`src/rtl/mips_cpu_bus_pkg.sv`:
```
// Shared types and constants for the MIPS CPU memory arbiter slice.
package mips_cpu_bus_pkg;

   typedef enum logic [0:0] {
      IDLE = 1'b0,
      BUS  = 1'b1
   } state_t;

   localparam int PRIO_FIXED = 0;
   localparam int PRIO_RR    = 1;

   // Index width for an n-entry vector; a single entry still needs one bit.
   function automatic int idx_width(input int n);
      return (n > 1) ? $clog2(n) : 1;
   endfunction

endpackage

```
`src/rtl/mips_cpu_rr_arbiter.sv`:
```
// Combinational one-hot grant: lowest index wins, or search starts at pointer.
module mips_cpu_rr_arbiter
   import mips_cpu_bus_pkg::*;
#(
   parameter int NCHAN     = 2,
   parameter int PRIO_MODE = PRIO_FIXED,
   localparam int PTR_W    = idx_width(NCHAN)
) (
   input  logic [NCHAN-1:0] req,
   input  logic [PTR_W-1:0] pointer,
   output logic [NCHAN-1:0] grant
);

   logic [PTR_W-1:0] start;

   assign start = (PRIO_MODE == PRIO_RR) ? pointer : '0;

   always_comb begin : search
      int               idx;
      logic [PTR_W-1:0] sel;
      logic             found;
      grant = '0;
      found = 1'b0;
      idx   = 0;
      sel   = '0;
      for (int k = 0; k < NCHAN; k++) begin
         idx = (int'(start) + k) % NCHAN;
         sel = PTR_W'(idx);
         if (!found && req[sel]) begin
            grant[sel] = 1'b1;
            found      = 1'b1;
         end
      end
   end

endmodule

```
`src/rtl/mips_cpu_mem_arbiter.sv`:
```
// Multi-channel request arbiter driving a single Avalon-MM master port.
//  state | meaning
//  IDLE  | no transaction held; grants a pending request and pulses req_ready
//  BUS   | registered request on the bus until waitrequest low or stall timeout
module mips_cpu_mem_arbiter
   import mips_cpu_bus_pkg::*;
#(
   parameter int NCHAN     = 2,
   parameter int DATA_W    = 32,
   parameter int PRIO_MODE = PRIO_FIXED,
   parameter int TIMEOUT   = 1024
) (
   input  logic                      clk,
   input  logic                      reset,
   input  logic [NCHAN-1:0]          req_valid,
   input  logic [NCHAN-1:0]          req_write,
   input  logic [NCHAN*32-1:0]       req_addr,
   input  logic [NCHAN*DATA_W-1:0]   req_wdata,
   input  logic [NCHAN*DATA_W/8-1:0] req_byteenable,
   output logic [NCHAN-1:0]          req_ready,
   output logic [NCHAN-1:0]          rsp_valid,
   output logic [DATA_W-1:0]         rsp_rdata,
   output logic                      rsp_err,
   output logic                      busy,
   output logic [31:0]               address,
   output logic                      read,
   output logic                      write,
   output logic [DATA_W-1:0]         writedata,
   output logic [DATA_W/8-1:0]       byteenable,
   input  logic                      waitrequest,
   input  logic [DATA_W-1:0]         readdata
);

   localparam int BE_W     = DATA_W / 8;
   localparam int IDX_W    = idx_width(NCHAN);
   localparam int ADDR_LSB = $clog2(BE_W);
   localparam logic [31:0] ADDR_MASK = ~((32'd1 << ADDR_LSB) - 32'd1);
   localparam int CNT_W    = (TIMEOUT > 0) ? $clog2(TIMEOUT + 1) : 1;
   localparam logic [CNT_W-1:0] CNT_LIMIT = CNT_W'(TIMEOUT);

   state_t            state;
   logic [IDX_W-1:0]  ptr;
   logic [IDX_W-1:0]  ptr_next;
   logic [IDX_W-1:0]  grant_idx;
   logic [NCHAN-1:0]  grant;
   logic [NCHAN-1:0]  cur_grant;
   logic              cur_write;
   logic [31:0]       cur_addr;
   logic [DATA_W-1:0] cur_wdata;
   logic [BE_W-1:0]   cur_be;
   logic [CNT_W-1:0]  stall_cnt;

   logic              sel_write;
   logic [31:0]       sel_addr;
   logic [DATA_W-1:0] sel_wdata;
   logic [BE_W-1:0]   sel_be;

   logic              accept;
   logic              in_bus;
   logic              stall_hit;
   logic              bus_done;
   logic              bus_abort;

   mips_cpu_rr_arbiter #(
      .NCHAN     (NCHAN),
      .PRIO_MODE (PRIO_MODE)
   ) u_arb (
      .req     (req_valid),
      .pointer (ptr),
      .grant   (grant)
   );

   always_comb begin
      sel_write = 1'b0;
      sel_addr  = '0;
      sel_wdata = '0;
      sel_be    = '0;
      grant_idx = '0;
      for (int i = 0; i < NCHAN; i++) begin
         if (grant[i]) begin
            sel_write = req_write[i];
            sel_addr  = req_addr[i*32 +: 32];
            sel_wdata = req_wdata[i*DATA_W +: DATA_W];
            sel_be    = req_byteenable[i*BE_W +: BE_W];
            grant_idx = IDX_W'(i);
         end
      end
   end

   assign ptr_next = (grant_idx == IDX_W'(NCHAN - 1)) ? '0 : grant_idx + 1'b1;

   // No acceptance is advertised while reset is held, even though state is IDLE.
   assign accept    = (state == IDLE) && (|req_valid) && !reset;
   assign req_ready = accept ? grant : '0;

   assign in_bus = (state == BUS);
   // Abort lands on the edge that ends the TIMEOUT-th stalled cycle.
   assign stall_hit = (TIMEOUT != 0) && waitrequest && (stall_cnt == CNT_LIMIT - 1'b1);
   assign bus_done  = in_bus && !waitrequest;
   assign bus_abort = in_bus && stall_hit;

   assign busy       = in_bus;
   assign read       = in_bus && !cur_write;
   assign write      = in_bus && cur_write;
   assign address    = cur_addr & ADDR_MASK;
   assign writedata  = cur_wdata;
   assign byteenable = cur_be;

   always_ff @(posedge clk) begin
      if (reset) begin
         state     <= IDLE;
         ptr       <= '0;
         cur_grant <= '0;
         cur_write <= 1'b0;
         cur_addr  <= '0;
         cur_wdata <= '0;
         cur_be    <= '0;
         stall_cnt <= '0;
         rsp_valid <= '0;
         rsp_rdata <= '0;
         rsp_err   <= 1'b0;
      end else begin
         rsp_valid <= '0;
         rsp_rdata <= '0;
         rsp_err   <= 1'b0;
         case (state)
            IDLE: begin
               if (accept) begin
                  state     <= BUS;
                  cur_grant <= grant;
                  cur_write <= sel_write;
                  cur_addr  <= sel_addr;
                  cur_wdata <= sel_wdata;
                  cur_be    <= sel_be;
                  stall_cnt <= '0;
                  if (PRIO_MODE == PRIO_RR) begin
                     ptr <= ptr_next;
                  end
               end
            end
            BUS: begin
               if (bus_done) begin
                  state     <= IDLE;
                  rsp_valid <= cur_grant;
                  rsp_rdata <= cur_write ? '0 : readdata;
               end else if (bus_abort) begin
                  state     <= IDLE;
                  rsp_valid <= cur_grant;
                  rsp_err   <= 1'b1;
               end else begin
                  stall_cnt <= stall_cnt + 1'b1;
               end
            end
            default: state <= IDLE;
         endcase
      end
   end

endmodule

```
`config.mk`:
```
export PLATFORM = sky130hd
export DESIGN_NAME = mips_cpu_mem_arbiter
export DESIGN_NICKNAME = d
export VERILOG_FILES = /design/src/rtl/mips_cpu_bus_pkg.sv /design/src/rtl/mips_cpu_rr_arbiter.sv /design/src/rtl/mips_cpu_mem_arbiter.sv
export SDC_FILE = /design/constraint.sdc
export NUM_CORES = 1
export LEC_CHECK = 0
export ABC_AREA = 1
export BUFFER_PORTS_ARGS = -buffer_cell sky130_fd_sc_hd__buf_2
export CAP_MARGIN = 20
export CORE_AREA = 2 2 109 111
export CTS_CLUSTER_DIAMETER = 80
export DETAILED_ROUTE_END_ITERATION = 6
export DIE_AREA = 0 0 111 113
export PLACE_DENSITY = 0.79
export SETUP_SLACK_MARGIN = 0.02
export SLEW_MARGIN = 10
export SYNTH_ARGS = -nofsm -noshare
export SYNTH_HDL_FRONTEND = slang
export SYNTH_SLANG_ARGS = --single-unit
export TNS_END_PERCENT = 10
```
`constraint.sdc`:
```
create_clock -name clk -period 1.8 [get_ports clk]
set_input_delay 0.18 -clock clk [delete_from_list [all_inputs] [get_ports clk]]
set_output_delay 0.18 -clock clk [all_outputs]
set_load 0.01 [all_outputs]
```
==> results.py, run 1 <==
metrics = {
    "setup_path": {
        "cp-start-kind": "flop",
        "critPathMaxStageDelay_ns": 0.33,
        "cp.arrival_ns": 1.47,
        "worst-r2r-setup-slack_ns": 0.17,
        "path_depth": 7,
        "ff2ff_path_depth": 8,
        "critPathCaptureType": "output port",
        "timing.rr.start": "stall_cnt[0]",
        "cp_data_required_time_ns": 1.62,
        "worst-path-buf-inv": 4,
        "slowest_stage": "dfxtp_1",
        "r2r-end": "stall_cnt[7]",
        "crit_type": "flop to output port",
        "cp_top_family": "buffers and inverters",
        "path_cells": "inv_4 -> o21ai_4 -> nor2_8 -> buf_12 -> nand2_1 -> inv_1 -> buf_2",
        "path_max_fanout": 13,
    },
    "global_route": {
        "grt_pass1_vias": 5116,
        "grt_util_met3": 0.0675,
        "grtUsageMet2": 0.439,
        "gr-usage-met1": 0.278,
        "grt_first_pass_wirelength_mm": 24.6,
        "grt_max_degree": 56,
        "grt-busiest-layer": "met2",
        "grt_use_total": 0.246,
        "antenna_found_initial": 0,
        "grt_overflow": 0,
    },
    "yosys": {
        "ys_seq_area_frac": 0.478,
        "yosys-top-cells-area": "dfxtp_1 48%, nand2_1 13%, a22o_1 12%",
        "ys_ff_latch": 116,
        "synthCells": 617,
        "synth_top_area_share": 0.478,
        "netlist_area_sq_um": 4850,
        "yosys.area.top_type": "dfxtp_1",
        "synth.avg_cell_area_sq_um": 7.87,
        "yosys.cell_types.count": 30,
        "yosys_warnings": 0,
    },
    "die": {
        "die_w_um": 111,
        "die_h_um": 113,
        "start_util": 0.431,
        "num_rows": 39,
        "ios": 283,
        "core_area_sq_um": 11300,
        "dieArea_sq_um": 12500,
    },
    "place": {
        "globalplace.congestion": 0.869,
        "io_buffers": 276,
        "dp_cells": 1008,
        "dp_hpwl_mm": 10.8,
    },
    "power": {
        "finalPower_mw": 6.91,
        "leakagePower_nw": 3.70,
        "pwr_density_cell_nw_per_um2": 948,
        "vdd_drop_max_v": 0.000614,
    },
    "job": {
        "maxCapViolCount": 0,
    },
    "finish": {
        "final_net_count": 1097,
        "area_growth_pct": 50.3,
        "stdcell_count": 1075,
        "drive_above_1_share": 0.359,
        "diodes": 0,
    },
    "timing": {
        "tns_ns": 0,
        "post-route-min-period_ns": 1.65,
        "finalHoldViolations": 0,
        "skew_ns": 0.00743,
        "setup_viol": 0,
        "fmax_ghz": 0.606,
        "rsz0062_at_grt": "true",
        "finalMaxSlewViolations": 0,
        "final.period_utilization": 0.917,
    },
    "clock_tree": {
        "cts_tree": "yes",
        "numCtsBuffers": 17,
        "clock_path_buffers": 2,
        "cts.clk_slew.worst_paths_ns": 0.05,
        "cts.sinks": 116,
        "clk_latency_ns": 0.41,
        "htree_levels": 4,
        "clockRootBuffer": "clkbuf_16",
    },
    "detailed_routing": {
        "drtAntennaViolNets": 0,
        "viasPerCell": 4.91,
        "drc": 0,
        "totalWireLength_mm": 15.6,
        "num_vias": 5280,
        "drtIter0Drc": 279,
        "dr.pass1.iters": 4,
        "wl_per_cell_um": 14.5,
    },
    "worst_hold_path": {
        "hp-class": "primary input to flop",
        "min_path_cells": 3,
        "hp-start": "readdata[25]",
        "worstHoldEndpoint": "rsp_rdata[25]",
    },
    "status": {
        "outcome": "complete, no violations",
    },
}
-- power by group --
| part | switching, mW | internal [mW] |
|---|---|---|
| Sequential | 0.0613 | 2.68 |
| Combinational | 0.502 | 0.480 |
| Clock | 1.09 | 2.09 |
| Total | 1.66 | 5.26 |
-- metal layers --
metal / up-vias / wire length [um]
met4: 0 / 395
met5: - / 0
met2: 177 / 8080
met1: 2442 / 6290
li1: 2629 / -
met3: 32 / 850
-- worst min-delay path: stages --
cell,delay (ns)
buf_2,0.10
inv_1,0.07
nor2_1,0.06
-- sequential cells by signal, summed over array words and instances (netlist names) --
name        count
writedata      32
cur_grant       2
stall_cnt      11
byteenable      4
rsp_rdata      32
cur_addr       30
cur_write       1
busy            1
rsp_err         1
rsp_valid       2
-- metrics by stage --
stage | worst slack (ns) | cell area, sq um | hold WS [ns] | utilization
5_1_grt | 0.0161 | 7290 | 0.0461 | 0.647
6_report | 0.149 | 7290 | 0.0539 | 0.647
2_1_floorplan | 0.338 | 4860 | 0.292 | -
3_5_place_dp | 0.207 | 6330 | 0.399 | 0.562
4_1_cts | 0.0239 | 7240 | 0.0261 | 0.642
3_3_place_gp | 0.275 | 6330 | 0.391 | 0.562
-- synthesized netlist by cell type (all sizes together) --
library cell	count
clkbuf	12
or2	1
buf	31
a22o	67
nand3	19
o22ai	1
o21bai	1
nand4	3
inv	54
ha	1
o21ai	4
a21oi	78
dfxtp	116
nand2	173
nor3b	2
nor3	2
conb	1
nor2	51
-- worst max path at each step --
stage	endpoint	startpoint	slack (ns)
detailed placement	stall_cnt[2]	stall_cnt[0]	0.21
floorplan	stall_cnt[2]	stall_cnt[0]	0.34
global route	stall_cnt[5]	stall_cnt[0]	0.02
global placement	stall_cnt[7]	stall_cnt[0]	0.28
finish	req_ready[1]	busy	0.15
CTS	req_ready[1]	busy	0.02
-- cells in the final DEF, fill, tap and decap left out, drive strengths merged --
cell / count
buf: 294
nand2: 173
dfxtp: 116
a21oi: 78
a22o: 67
inv: 54
nor2: 51
dlygate4sd3: 31
clkbuf: 27
nand3: 19
o21ai: 4
nand4: 3
clkinv: 3
nor3b: 2
nor3: 2
conb: 2
o21bai: 1
or2: 1
o22ai: 1
ha: 1
bufinv: 1
bufbuf: 1
-- timing repair --
item | in CTS | in global routing
gates cloned | 1 | 1
buffers inserted | 0 | 4
pin swaps | 0 | 1
endpoints found under the hold margin | 31 | 0
hold buffers | 31 | 0
endpoints found under the setup margin | 1 | 3
resized for setup | 0 | 1
-- cell type report --
type / count / area [sq um]
clock buffer: 26 / 519
clock inverter: 4 / 45.0
fill: 958 / 3980
inverter: 54 / 208
multi-input combinational: 405 / 2090
sequential: 116 / 2320
tap: 143 / 179
timing repair buffer: 327 / 1930
-- logic make-up after synthesis --
kind of cell / Yosys count / synth area share
and+or+nand+nor: 251 / 0.215
AOI/OAI and AO/OA: 151 / 0.211
DFF: 116 / 0.478
buffers and inverters: 97 / 0.0925
adders and majority gates: 1 / 0.00258
other: 1 / 0.000772
Note: power is estimated with default switching activity, not from simulation.
==> run 2, diff against run 1 <==
Settings changed: ABC_AREA 1 to not set, CORE_AREA 2 2 109 111 to 2 2 111 113, DIE_AREA 0 0 111 113 to 0 0 113 115, PLACE_DENSITY 0.79 to 0.71.
==> run 2 against run 1 <==
Compared with the run above: the run now ends with design-rule violations left; register-to-register slack worse by 0.09 ns; global-route usage down 0.74 points; setup slack worse by 0.12 ns; clock skew up 0.0025 ns; fmax down 6.9%; flip-flop and latch count unchanged; via count down 6.5%; count of clock-buffer cells in the layout down 3; sequential power about the same; worst hold slack worse by 0.040 ns; total power up 9.3%; non-clock buffer count up 15; critical path type unchanged.
==> results.py, run 2 <==
metrics = {
    "setup_path": {
        "worst-r2r-setup-slack_ns": 0.08,
        "critPathMaxStageDelay_ns": 0.38,
        "worst-path-buf-inv": 4,
        "path_cells": "buf_6 -> nor4b_4 -> buf_4 -> buf_12 -> buf_6",
        "path_max_fanout": 13,
        "critPathCaptureType": "output port",
        "worst_path_most_repeated_cell": "buf_6",
        "crit_type": "flop to output port",
        "slowest_stage": "dfxtp_4",
        "cp.arrival_ns": 1.59,
        "cp_top_family": "buffers and inverters",
        "cp-start-kind": "flop",
        "cp_data_required_time_ns": 1.62,
    },
    "yosys": {
        "yosys-top-cells-area": "dfxtp_1 54%, a22oi_1 12%, a21oi_1 8.5%",
        "synthCells": 472,
        "synth.avg_cell_area_sq_um": 9.18,
        "synth_top_area_share": 0.536,
        "yosys_warnings": 0,
        "netlist_area_sq_um": 4330,
        "synthFlopType": "dfxtp_1",
        "async_flop_share": 0,
        "synth_edf_count": 0,
        "ys_top_cells_by_count": "116 x dfxtp_1, 75 x nand2_1, 74 x a21oi_1",
        "ys_ff_latch": 116,
        "yosysMostFrequentCell": "dfxtp_1",
        "yosys.area.top_type": "dfxtp_1",
        "yosys.cell_types.count": 41,
        "ys_seq_area_frac": 0.536,
    },
    "timing": {
        "final.period_utilization": 0.985,
        "rsz0062_at_grt": "true",
        "setup_viol": 0,
        "tns_ns": 0,
        "skew_ns": 0.00994,
        "fmax_ghz": 0.564,
        "finalMaxSlewViolations": 0,
        "post-route-min-period_ns": 1.77,
        "finalHoldViolations": 0,
    },
    "die": {
        "ios": 283,
        "start_util": 0.367,
        "die_h_um": 115,
        "num_rows": 40,
        "die_w_um": 113,
        "core_area_sq_um": 11800,
        "dieArea_sq_um": 13000,
    },
    "finish": {
        "fin_area_sq_um": 7170,
        "regArea_sq_um": 2330,
        "final_net_count": 971,
        "area_growth_pct": 65.6,
        "final_common_cell": "buf_2",
        "drive_above_1_share": 0.420,
        "stdcell_count": 956,
        "mostFrequentLayoutCells": "275 x buf_2, 115 x dfxtp_1, 75 x nand2_1, 74 x a21oi_1, 68 x a22oi_1",
        "fillCellCount": 994,
        "multi_input_comb_area_sq_um": 1840,
        "final_util": 0.607,
    },
    "clock_tree": {
        "numCtsBuffers": 17,
        "htree_levels": 4,
        "cts.sinks": 116,
        "clk_latency_ns": 0.42,
        "clock_path_buffers": 2,
        "cts.clk_slew.worst_paths_ns": 0.05,
        "cts_tree": "yes",
        "clockRootBuffer": "clkbuf_16",
    },
    "detailed_routing": {
        "drtAntennaViolNets": 0,
        "drc": 12,
        "num_vias": 4938,
        "dr.pass1.iters": 7,
        "drtIter0Drc": 265,
        "wl_per_cell_um": 16.7,
        "totalWireLength_mm": 16.0,
        "viasPerCell": 5.17,
    },
    "global_route": {
        "antenna_found_initial": 1,
        "grt_pass1_vias": 4840,
        "grt_overflow": 0,
        "grt_max_degree": 42,
        "grt_first_pass_wirelength_mm": 24.0,
        "grt_use_total": 0.239,
    },
    "power": {
        "p_clk_frac": 0.519,
        "vdd_drop_max_v": 0.000605,
        "pwr_density_cell_nw_per_um2": 1050,
        "internal_power_mw": 5.91,
        "p_seq_frac": 0.365,
        "switching_share": 0.218,
        "leakagePower_nw": 3.36,
        "p_comb_frac": 0.117,
        "power.switching_mw": 1.65,
        "finalPower_mw": 7.55,
    },
    "job": {
        "maxCapViolCount": 0,
    },
    "status": {
        "violations": "design-rule violations",
        "outcome": "finished, violations left",
    },
    "place": {
        "globalplace.congestion": 0.887,
        "dp_hpwl_mm": 10.2,
        "dpl_cell_area_sq_um": 5910,
        "dp_cells": 873,
        "io_buffers": 276,
    },
    "worst_hold_path": {
        "hp-class": "primary input to flop",
    },
}
-- run 2: worst paths after layout --
path,start,to,cells after the start
max reg2reg,busy,writedata[16],7
min reg2reg,cur_addr[21],cur_addr[21],2
min,req_wdata[1],writedata[1],3
max,busy,req_ready[1],5
-- run 2: cells by family after synthesis --
| group | share of synthesized area |
|---|---|
| compound gates | 0.237 |
| fa+ha+maj | 0.00289 |
| buf+inv | 0.0445 |
| flops | 0.536 |
| other cells | 0.000865 |
| simple gates | 0.179 |
-- run 2: worst reg2reg max path, delay by kind of cell, from the launching register on --
family	cells	cell delay, ns
buffers and inverters	4	0.65
AOI/OAI and AO/OA	2	0.32
DFF	1	0.38
and+or+nand+nor	1	0.30
-- run 2: power by group through the flow --
stage               clock network [mW]  registers, mW  logic, mW
floorplan                            0           2.85      0.300
global placement                     0           2.80      0.745
finish                            3.92           2.75      0.881
global route                      4.10           2.77      0.953
CTS                               3.96           2.75      0.874
detailed placement                   0           2.80      0.759
-- run 2: routing by layer --
metal  global-route usage  vias to the layer above  part of all wire
li1                     -                     2340                 -
met3               0.0643                       47             0.072
met1                0.272                     2291              0.38
met2                0.412                      260              0.51
met4                0.126                        0             0.035
met5                    0                        -                 0
-- run 2: final cells by class --
cell class / instances / share of cell area
diodes: 1 / 0.000349
clock buffers: 23 / 0.0694
clock inverters: 9 / 0.0272
inverters: 4 / 0.00209
multi-input cells: 314 / 0.256
flip-flops and latches: 116 / 0.324
well taps: 147 / 0.0256
repair buffers: 342 / 0.295
-- run 2: stage by stage --
stage / hold WS, ns / setup slack (ns)
3_3_place_gp: 0.379 / 0.189
4_1_cts: 0.000543 / 0.0295
5_1_grt: 0.00695 / -0.0259
2_1_floorplan: 0.302 / 0.196
6_report: 0.0139 / 0.0275
3_5_place_dp: 0.382 / 0.133
-- run 2: timing repair --
action,CTS,global route
pin swaps,2,1
hold buffers,42,0
endpoints found under the setup margin,2,40
resized for setup,4,1
cloned,3,0
buffers inserted,4,1
endpoints found under the hold margin,42,0
==> run 3, diff against run 2 <==
Settings changed: GPL_TIMING_DRIVEN set to 0.
==> run 3 against run 2 <==
Compared with the run above: the run still ends with design-rule violations left; clock skew fell by 0.0042 ns; largest power group unchanged; global-route usage rose by 0.38 points; critical path type unchanged; critical endpoint unchanged; sequential share of layout area rose by 0.65 points; non-clock buffer count rose by 22; count of clock-buffer cells in the layout fell by 1; flip-flop and latch count did not move.
==> results.py, run 3 (synthesized netlist as in run 2, its figures left out) <==
metrics = {
    "setup_path": {
        "cp-start-kind": "flop",
        "critPathMaxStageDelay_ns": 0.38,
        "cp.arrival_ns": 1.56,
        "critPathCaptureType": "output port",
        "crit_type": "flop to output port",
        "r2r-end": "rsp_rdata[1]",
        "timing.rr.start": "busy",
        "slowest_stage": "dfxtp_4",
        "path_cells": "nor4b_4 -> buf_4 -> buf_8 -> buf_2",
        "worst-r2r-setup-slack_ns": 0.10,
        "cp_data_required_time_ns": 1.62,
        "path_max_fanout": 10,
        "ff2ff_path_depth": 5,
    },
    "finish": {
        "area_growth_pct": 62.4,
        "drive_above_1_share": 0.407,
        "fin_area_sq_um": 7040,
        "final_common_cell": "buf_2",
        "stdcell_count": 977,
        "mostFrequentLayoutCells": "281 x buf_2, 114 x dfxtp_1, 75 x nand2_1, 74 x a21oi_1, 68 x a22oi_1",
        "final_util": 0.596,
        "diodes": 0,
        "final_net_count": 993,
    },
    "worst_hold_path": {
        "worstHoldEndpoint": "cur_addr[27]",
        "min_path_cells": 3,
        "hp-class": "primary input to flop",
        "hp-start": "req_addr[27]",
    },
    "job": {
        "maxCapViolCount": 0,
    },
    "timing": {
        "finalHoldViolations": 0,
        "post-route-min-period_ns": 1.74,
        "finalMaxSlewViolations": 0,
        "fmax_ghz": 0.576,
        "setup_viol": 0,
        "relSlewSlack": 0.571,
        "rsz0062_at_grt": "true",
        "tightest_slew_ns": 0.638,
        "skew_ns": 0.00578,
        "final.period_utilization": 0.965,
    },
    "detailed_routing": {
        "dr.pass1.iters": 7,
        "wl_per_cell_um": 16.6,
        "drc": 6,
        "num_vias": 4987,
        "totalWireLength_mm": 16.3,
        "viasPerCell": 5.10,
        "drtAntennaViolNets": 0,
        "drtIter0Drc": 231,
    },
    "clock_tree": {
        "cts.sinks": 116,
        "clock_path_buffers": 2,
        "cts.clk_slew.worst_paths_ns": 0.05,
        "clockRootBuffer": "clkbuf_16",
        "numCtsBuffers": 17,
        "clk_latency_ns": 0.41,
        "htree_levels": 4,
        "cts_tree": "yes",
    },
    "power": {
        "power.switching_mw": 1.65,
        "p_seq_frac": 0.390,
        "internal_power_mw": 5.41,
        "switching_share": 0.234,
        "pwr_density_cell_nw_per_um2": 1000,
        "vdd_drop_max_v": 0.000503,
        "leakagePower_nw": 3.30,
        "p_clk_frac": 0.489,
        "p_comb_frac": 0.121,
    },
    "status": {
        "violations": "design-rule violations",
        "outcome": "finished, violations left",
    },
    "die": {
        "dieArea_sq_um": 13000,
        "start_util": 0.367,
        "ios": 283,
        "core_area_sq_um": 11800,
        "die_w_um": 113,
        "num_rows": 40,
        "die_h_um": 115,
    },
    "global_route": {
        "grt_first_pass_wirelength_mm": 24.4,
        "antenna_found_initial": 0,
        "grt_max_degree": 17,
        "grt_pass1_vias": 4823,
        "grt_overflow": 0,
        "grt_use_total": 0.243,
    },
    "place": {
        "dp_cells": 895,
        "dp_hpwl_mm": 11.6,
        "globalplace.congestion": 0.883,
        "dpl_cell_area_sq_um": 5900,
        "io_buffers": 275,
    },
}
[run 3: how the worst max path moves through the flow]
stage / from / end / slack (ns)
6_report: busy / req_ready[1] / 0.06
5_1_grt: busy / byteenable[1] / -0.04
4_1_cts: busy / req_ready[1] / 0.02
3_5_place_dp: busy / cur_addr[7] / -0.06
3_3_place_gp: busy / cur_addr[7] / -0.05
2_1_floorplan: stall_cnt[0] / stall_cnt[6] / 0.20
[run 3: critical path: cells and delay by family, from the launching register on]
kind          cells  cell delay [ns]
flops             1             0.38
simple gates      1             0.32
buf+inv           3             0.45
[run 3: power by group through the flow]
| stage | Sequential, mW | Clock [mW] | Combinational, mW |
|---|---|---|---|
| 5_1_grt | 2.77 | 3.64 | 0.930 |
| 3_3_place_gp | 2.80 | 0 | 0.739 |
| 4_1_cts | 2.75 | 3.50 | 0.848 |
| 2_1_floorplan | 2.85 | 0 | 0.300 |
| 6_report | 2.76 | 3.45 | 0.855 |
| 3_5_place_dp | 2.80 | 0 | 0.758 |
[run 3: final cells by class]
cell class | count | area, sq um
clock inverter | 10 | 128
fill | 1025 | 4780
multi-input combinational | 314 | 1840
clock buffer | 22 | 484
sequential | 116 | 2330
inverter | 4 | 15.0
buffer | 39 | 198
tap | 147 | 184
timing repair buffer | 325 | 1860
[run 3: stage by stage]
| step | total power [mW] | hold WS, ns | setup slack, ns | TNS (ns) |
|---|---|---|---|---|
| 2_1_floorplan | 3.15 | 0.302 | 0.196 | 0 |
| 3_3_place_gp | 3.54 | 0.380 | -0.0538 | -0.286 |
| 3_5_place_dp | 3.56 | 0.383 | -0.0552 | -0.998 |
| 4_1_cts | 7.10 | 0.00169 | 0.0209 | 0 |
| 5_1_grt | 7.33 | 0.00516 | -0.0396 | -0.372 |
| 6_report | 7.06 | 0.0151 | 0.0629 | 0 |
[run 3: what timing repair did]
item / 4_1_cts / 5_1_grt
hold endpoints to repair: 45 / 0
gates resized for setup: 8 / 11
hold buffers: 45 / 0
setup buffers: 5 / 0
setup endpoints to repair: 68 / 78
pin swaps: 2 / 2
[run 3: per-layer routing]
layer	wire, um	part of all wire	GRT usage
met5	0	0	0
met4	554	0.034	0.120
met3	1080	0.066	0.0685
met2	8320	0.51	0.415
met1	6320	0.39	0.280
